--- config.mk ---
export PLATFORM = sky130hd
export DESIGN_NAME = urv_timer_cmp
export DESIGN_NICKNAME = d
export VERILOG_FILES = /design/src/rtl/urv_timer_pkg.sv /design/src/rtl/urv_timer_cmp_regs.sv /design/src/rtl/urv_timer_cmp.sv
export SDC_FILE = /design/constraint.sdc
export NUM_CORES = 1
export LEC_CHECK = 0
export BUFFER_PORTS_ARGS = -buffer_cell sky130_fd_sc_hd__buf_2
export CORE_MARGIN = 2
export CORE_UTILIZATION = 60
export DETAILED_ROUTE_END_ITERATION = 8
export GPL_TIMING_DRIVEN = 0
export PLACE_DENSITY = 0.87
export SETUP_SLACK_MARGIN = 0.2
export SYNTH_ARGS = -nofsm -noshare
export SYNTH_HDL_FRONTEND = slang
export SYNTH_SLANG_ARGS = --single-unit
export TNS_END_PERCENT = 20
--- constraint.sdc ---
create_clock -name clk_i -period 9.6 [get_ports clk_i]
set_clock_uncertainty 0.2 [all_clocks]
set_input_delay 0 -clock clk_i [delete_from_list [all_inputs] [get_ports clk_i]]
set_output_delay 0 -clock clk_i [all_outputs]
set_load 0.02 [all_outputs]
--- src/rtl/urv_timer_pkg.sv ---
// urv_timer_pkg: register map, bit positions and constants shared by
// the timer compare stage and its register block.
package urv_timer_pkg;

    localparam logic [2:0] ADDR_CMP_LO = 3'd0;
    localparam logic [2:0] ADDR_CMP_HI = 3'd1;
    localparam logic [2:0] ADDR_PERIOD = 3'd2;
    localparam logic [2:0] ADDR_CTRL   = 3'd3;
    localparam logic [2:0] ADDR_STATUS = 3'd4;

    localparam int CTRL_EN       = 0;
    localparam int CTRL_IE       = 1;
    localparam int CTRL_PERIODIC = 2;

    localparam int STATUS_PEND = 0;
    localparam int OVR_LSB     = 8;
    localparam int OVR_WIDTH   = 8;

    localparam logic [63:0] CMP_RESET = 64'hFFFF_FFFF_FFFF_FFFF;

    function automatic logic [OVR_WIDTH-1:0] sat_inc(
        input logic [OVR_WIDTH-1:0] v
    );
        return (&v) ? v : v + 1'b1;
    endfunction

endpackage

--- src/rtl/urv_timer_cmp_regs.sv ---
// urv_timer_cmp_regs: register decode, read mux and ack; holds the
// CMP_LO shadow and PERIOD, and emits commit/rearm/W1C strobes.
module urv_timer_cmp_regs
    import urv_timer_pkg::*;
#(
    parameter int g_period_width = 32
) (
    input  logic                      clk_i,
    input  logic                      rst_n_i,
    input  logic [2:0]                reg_addr_i,
    input  logic                      reg_we_i,
    input  logic                      reg_re_i,
    input  logic [31:0]               reg_wdata_i,
    input  logic [63:0]               cmp_i,
    input  logic                      en_i,
    input  logic                      ie_i,
    input  logic                      periodic_i,
    input  logic                      pending_i,
    input  logic [OVR_WIDTH-1:0]      ovr_i,
    output logic [31:0]               reg_rdata_o,
    output logic                      reg_ack_o,
    output logic [31:0]               shadow_lo_o,
    output logic [g_period_width-1:0] period_o,
    output logic                      commit_o,
    output logic                      ctrl_we_o,
    output logic                      w1c_o,
    output logic                      rearm_o
);

    logic [31:0] rdata_nxt;
    logic        wr_lo;
    logic        wr_per;

    assign wr_lo     = reg_we_i & (reg_addr_i == ADDR_CMP_LO);
    assign wr_per    = reg_we_i & (reg_addr_i == ADDR_PERIOD);
    assign commit_o  = reg_we_i & (reg_addr_i == ADDR_CMP_HI);
    assign ctrl_we_o = reg_we_i & (reg_addr_i == ADDR_CTRL);
    assign w1c_o     = reg_we_i & (reg_addr_i == ADDR_STATUS)
                     & reg_wdata_i[STATUS_PEND];

    // Read mux sees pre-write state, so a combined we/re returns old data.
    always_comb begin
        rdata_nxt = '0;
        case (reg_addr_i)
            ADDR_CMP_LO: rdata_nxt = cmp_i[31:0];
            ADDR_CMP_HI: rdata_nxt = cmp_i[63:32];
            ADDR_PERIOD: rdata_nxt = 32'(period_o);
            ADDR_CTRL: begin
                rdata_nxt[CTRL_EN]       = en_i;
                rdata_nxt[CTRL_IE]       = ie_i;
                rdata_nxt[CTRL_PERIODIC] = periodic_i;
            end
            ADDR_STATUS: begin
                rdata_nxt[STATUS_PEND]            = pending_i;
                rdata_nxt[OVR_LSB +: OVR_WIDTH]   = ovr_i;
            end
            default: rdata_nxt = '0;
        endcase
    end

    always_ff @(posedge clk_i or negedge rst_n_i) begin
        if (!rst_n_i) begin
            reg_rdata_o <= '0;
            reg_ack_o   <= 1'b0;
            shadow_lo_o <= '0;
            period_o    <= '0;
            rearm_o     <= 1'b0;
        end else begin
            reg_ack_o <= reg_we_i | reg_re_i;
            if (reg_we_i | reg_re_i)
                reg_rdata_o <= rdata_nxt;
            if (wr_lo)
                shadow_lo_o <= reg_wdata_i;
            if (wr_per)
                period_o <= reg_wdata_i[g_period_width-1:0];
            rearm_o <= commit_o
                     | (ctrl_we_o & reg_wdata_i[CTRL_EN] & ~en_i);
        end
    end

endmodule

--- src/rtl/urv_timer_cmp.sv ---
// urv_timer_cmp: 64-bit compare with optional periodic reload and level
// interrupt. URV_TIMER_CMP_OVERRUN_EN adds a saturating overrun counter.
module urv_timer_cmp
    import urv_timer_pkg::*;
#(
    parameter int g_period_width = 32
) (
    input  logic        clk_i,
    input  logic        rst_n_i,
    input  logic [63:0] time_i,
    input  logic        tick_i,
    input  logic [2:0]  reg_addr_i,
    input  logic        reg_we_i,
    input  logic        reg_re_i,
    input  logic [31:0] reg_wdata_i,
    output logic [31:0] reg_rdata_o,
    output logic        reg_ack_o,
    output logic        irq_o
);

    logic [63:0]               cmp, cmp_nxt;
    logic                      en, en_nxt;
    logic                      ie, ie_nxt;
    logic                      per, per_nxt;
    logic                      pend, pend_nxt;
    logic                      tick_d;
    logic [OVR_WIDTH-1:0]      ovr;
    logic [31:0]               shadow_lo;
    logic [g_period_width-1:0] period;
    logic                      commit, ctrl_we, w1c, rearm;
    logic                      hit, reload;

    urv_timer_cmp_regs #(
        .g_period_width(g_period_width)
    ) u_regs (
        .clk_i      (clk_i),
        .rst_n_i    (rst_n_i),
        .reg_addr_i (reg_addr_i),
        .reg_we_i   (reg_we_i),
        .reg_re_i   (reg_re_i),
        .reg_wdata_i(reg_wdata_i),
        .cmp_i      (cmp),
        .en_i       (en),
        .ie_i       (ie),
        .periodic_i (per),
        .pending_i  (pend),
        .ovr_i      (ovr),
        .reg_rdata_o(reg_rdata_o),
        .reg_ack_o  (reg_ack_o),
        .shadow_lo_o(shadow_lo),
        .period_o   (period),
        .commit_o   (commit),
        .ctrl_we_o  (ctrl_we),
        .w1c_o      (w1c),
        .rearm_o    (rearm)
    );

    // A CMP_HI commit in the same cycle overrides the match entirely.
    assign hit    = en & (tick_d | rearm) & (time_i >= cmp) & ~commit;
    assign reload = per & (period != '0);

    always_comb begin
        cmp_nxt  = cmp;
        en_nxt   = en;
        ie_nxt   = ie;
        per_nxt  = per;
        pend_nxt = pend;
        if (commit)
            cmp_nxt = {reg_wdata_i, shadow_lo};
        else if (hit && reload)
            cmp_nxt = cmp + 64'(period);
        if (hit && !reload)
            en_nxt = 1'b0;
        if (commit || w1c)
            pend_nxt = 1'b0;
        if (hit)
            pend_nxt = 1'b1;
        if (ctrl_we) begin
            en_nxt  = reg_wdata_i[CTRL_EN];
            ie_nxt  = reg_wdata_i[CTRL_IE];
            per_nxt = reg_wdata_i[CTRL_PERIODIC];
        end
    end

    always_ff @(posedge clk_i or negedge rst_n_i) begin
        if (!rst_n_i) begin
            cmp    <= CMP_RESET;
            en     <= 1'b0;
            ie     <= 1'b0;
            per    <= 1'b0;
            pend   <= 1'b0;
            tick_d <= 1'b0;
            irq_o  <= 1'b0;
        end else begin
            cmp    <= cmp_nxt;
            en     <= en_nxt;
            ie     <= ie_nxt;
            per    <= per_nxt;
            pend   <= pend_nxt;
            tick_d <= tick_i;
            irq_o  <= pend_nxt & ie_nxt;
        end
    end

`ifdef URV_TIMER_CMP_OVERRUN_EN
    logic [OVR_WIDTH-1:0] ovr_base;
    logic [OVR_WIDTH-1:0] ovr_nxt;

    // Clear first, then count, so a same-cycle clear and overrun gives 1.
    always_comb begin
        ovr_base = w1c ? '0 : ovr;
        ovr_nxt  = (hit && pend) ? sat_inc(ovr_base) : ovr_base;
    end

    always_ff @(posedge clk_i or negedge rst_n_i) begin
        if (!rst_n_i)
            ovr <= '0;
        else
            ovr <= ovr_nxt;
    end
`else
    assign ovr = '0;
`endif

endmodule

==> results_dict.tcl <==
set metrics [dict create \
    maxSlewViolCount 0 \
    netlist_area_sq_mm 0.0112 \
    yosysUniqueCellTypes 68 \
    syn_to_final_growth_pct 17.8 \
    peakVddDrop_mv 0.156 \
    root_buffer "clkbuf_16" \
    cp-startpoint "cmp[31]" \
    tns_ns 0 \
    port_buffers 135 \
    drive_gt1_share_pct 23.2 \
    core_sq_mm 0.0181 \
    finalPower_uw 3560 \
    hold_viol 0 \
    antenna_cells 0 \
    grt_remaining_overflow 0 \
    outcome "finished, final reports clean" \
    synthTopCellsByArea "dfrtp_1, dfstp_2, ha_1, mux2_2, nand2_1" \
    post_cts_resized 0 \
    synth.ff_latch_count 168 \
    r2r-end "cmp[60]" \
    crit_required_ns 9.77 \
    cts_tree "done" \
    viasPerCell 6.83 \
    final_nets 1569 \
    arrival_ns 4.90 \
    gp_congestion 1.01 \
    drt_iter0_markers 1462 \
    clock_sinks 168 \
    fmax_ghz 0.211 \
    cp-start-kind "flop" \
    synth_compound_area_share_pct 19.9 \
    cp-end-kind "flop" \
    wl_per_cell_um 23.7 \
    die_y_um 140 \
    vias 11000 \
    worstMarginPinSlew_ns 1.23 \
    die-area_sq_mm 0.0197 \
    yosysTopAreaCell "dfrtp_1" \
    period_needed_ns 4.73 \
    synth_top_family_by_area "compound AO/OA/AOI/OAI gates" \
    synth_common_cells "nand2_1, dfrtp_1, ha_1, inv_1, o21ai_0" \
    h-tree-depth 4 \
    synth.area.mux_share_pct 10.0 \
    hold_path.class "in2async" \
    grt_setup_unrepaired "false" \
    cts.reportedPaths.clkPinSlew_ns 0.07 \
    grt_pass1_vias 10500 \
    yosysWarnings 0 \
    critPathKind "reg2reg" \
    synth_xor_xnor_area_share_pct 2.27 \
    postSynthAreaPerCell_sq_um 9.53 \
    grt_usage_pct 38.7 \
    io_pins 138 \
    slew-limit-headroom_pct 18.0 \
    r2r_start "cmp[31]" \
    initial_utilization_pct 61.6 \
    insertion_delay_ns 0.44 \
    ys.flop_type "dfrtp_1" \
    synthesis.nets 1374 \
    r2r_slack_ns 4.87 \
    ys_seq_area_share_pct 38.3 \
    cts_made_buffers 17 \
    finalSetupViolations 0 \
    clock_path_buffers 2 \
    dr.pass1.iters 6 \
    synth_top_area_share_pct 23.3 \
    synthAdderAreaFrac_pct 10.9 \
    p_per_area_mw_per_mm2 271 \
    synthSimpleGateAreaFrac_pct 13.9 \
    die_w_um 140 \
    crit_path_max_fanout 10 \
    wl_mm 38.1 \
    postSynth.asyncResetShare_pct 100 \
    grt_max_degree 116 \
    syn_inst 1173 \
    dpl.hpwl_mm 28.1 \
    yosysMostFrequentCell "nand2_1" \
    p_leak_uw 0.00591 \
    num_rows 49 \
    fill_cells 1270 \
    finalCritPeriodShare_pct 49.3 \
    grt_pass1_wl_mm 58.7 \
    drc 0 \
    antenna_left 0 \
    rr_worst_depth 11 \
    antenna_found_initial 0 \
    synth_edf_count 0 \
    cap_violations 0 \
]
==> final cells by class <==
cell class / instances / area (sq um) / area share, %
flip-flops and latches: 168 / 4280 / 32.5
well taps: 229 / 287 / 2.18
multi-input cells: 871 / 6370 / 48.4
plain buffers: 54 / 224 / 1.70
clock inverters: 9 / 126 / 0.959
clock buffers: 23 / 458 / 3.48
inverters: 80 / 300 / 2.28
repair buffers: 176 / 1120 / 8.53
==> per-layer routing <==
layer,global-route usage [%],routed length (um)
met1,52.1,14900
met2,59.3,16700
met3,11.0,4900
met4,15.8,1680
met5,0,0
==> critical path: stages (launching register included) <==
cell	delay, ns
dfstp_2	0.57
inv_1	0.09
ha_1	0.31
nand4_1	0.19
nor4_1	0.63
o211ai_1	0.32
a31oi_1	0.32
o31ai_1	0.21
a211oi_2	0.75
clkbuf_1	0.63
o311ai_0	0.30
nand3_1	0.15
==> worst max path at each step <==
stage	to	slack, ns	cells past startpoint
4_1_cts	cmp[60]	5.05	11
2_1_floorplan	cmp[44]	6.25	13
5_1_grt	cmp[2]	4.80	12
3_3_place_gp	cmp[56]	5.04	11
6_report	cmp[60]	4.87	11
3_5_place_dp	cmp[60]	5.06	11
==> report_power, final <==
group	switching (uW)	internal (uW)
Sequential	244	983
Clock	293	415
Combinational	965	665
Total	1500	2060
==> cells in the final DEF (no fill, tap or decap), types with 10 or more instances in the layout <==
cell,n
o311ai_0,13
clkbuf_1,46
a22o_1,31
inv_1,80
nand2_1,137
dlygate4sd3_1,39
nand3_1,36
dfrtp_1,104
nor2_1,35
and3_1,10
o221ai_1,23
o211ai_1,15
a21o_1,19
ha_1,96
nor3_1,20
xnor2_1,21
nand4_1,27
o21ai_0,74
a21oi_1,58
a31oi_1,18
nor4_1,16
mux2_2,66
buf_2,145
clkbuf_16,17
mux2i_1,33
dfstp_2,64
==> per-stage QoR <==
stage                     std cells  cell area (sq um)  worst slack (ns)  util (%)  hold WS [ns]
after floorplan                1173              11200              6.25         -        -0.496
after global placement         1537              12100              5.04      66.9       -0.0863
after detailed placement       1538              12200              5.06      67.1        -0.260
after CTS                      1610              13200              5.05      72.6       0.00675
after global routing           1610              13200              4.80      72.6        0.0329
final                          1610              13200              4.87      72.6        0.0313
==> flip-flops by register name, summed over array words and instances, names as in the netlist <==
name                count
tick_d                  1
ie                      1
u_regs.reg_rdata_o     32
pend                    1
irq_o                   1
u_regs.period_o        32
en                      1
per                     1
u_regs.rearm_o          1
u_regs.reg_ack_o        1
cmp                    64
u_regs.shadow_lo_o     32
==> cell families after synthesis <==
group,count (synthesis)
flops,168
mux,101
xor+xnor,29
fa+ha+maj,97
buf+inv,134
simple gates,321
compound gates,323
==> timing repair <==
item | 4_1_cts | 5_1_grt
endpoints found under the hold margin | 234 | 0
setup buffers | 0 | 0
hold buffers | 40 | 0
Power figures use the tool's default switching activity.
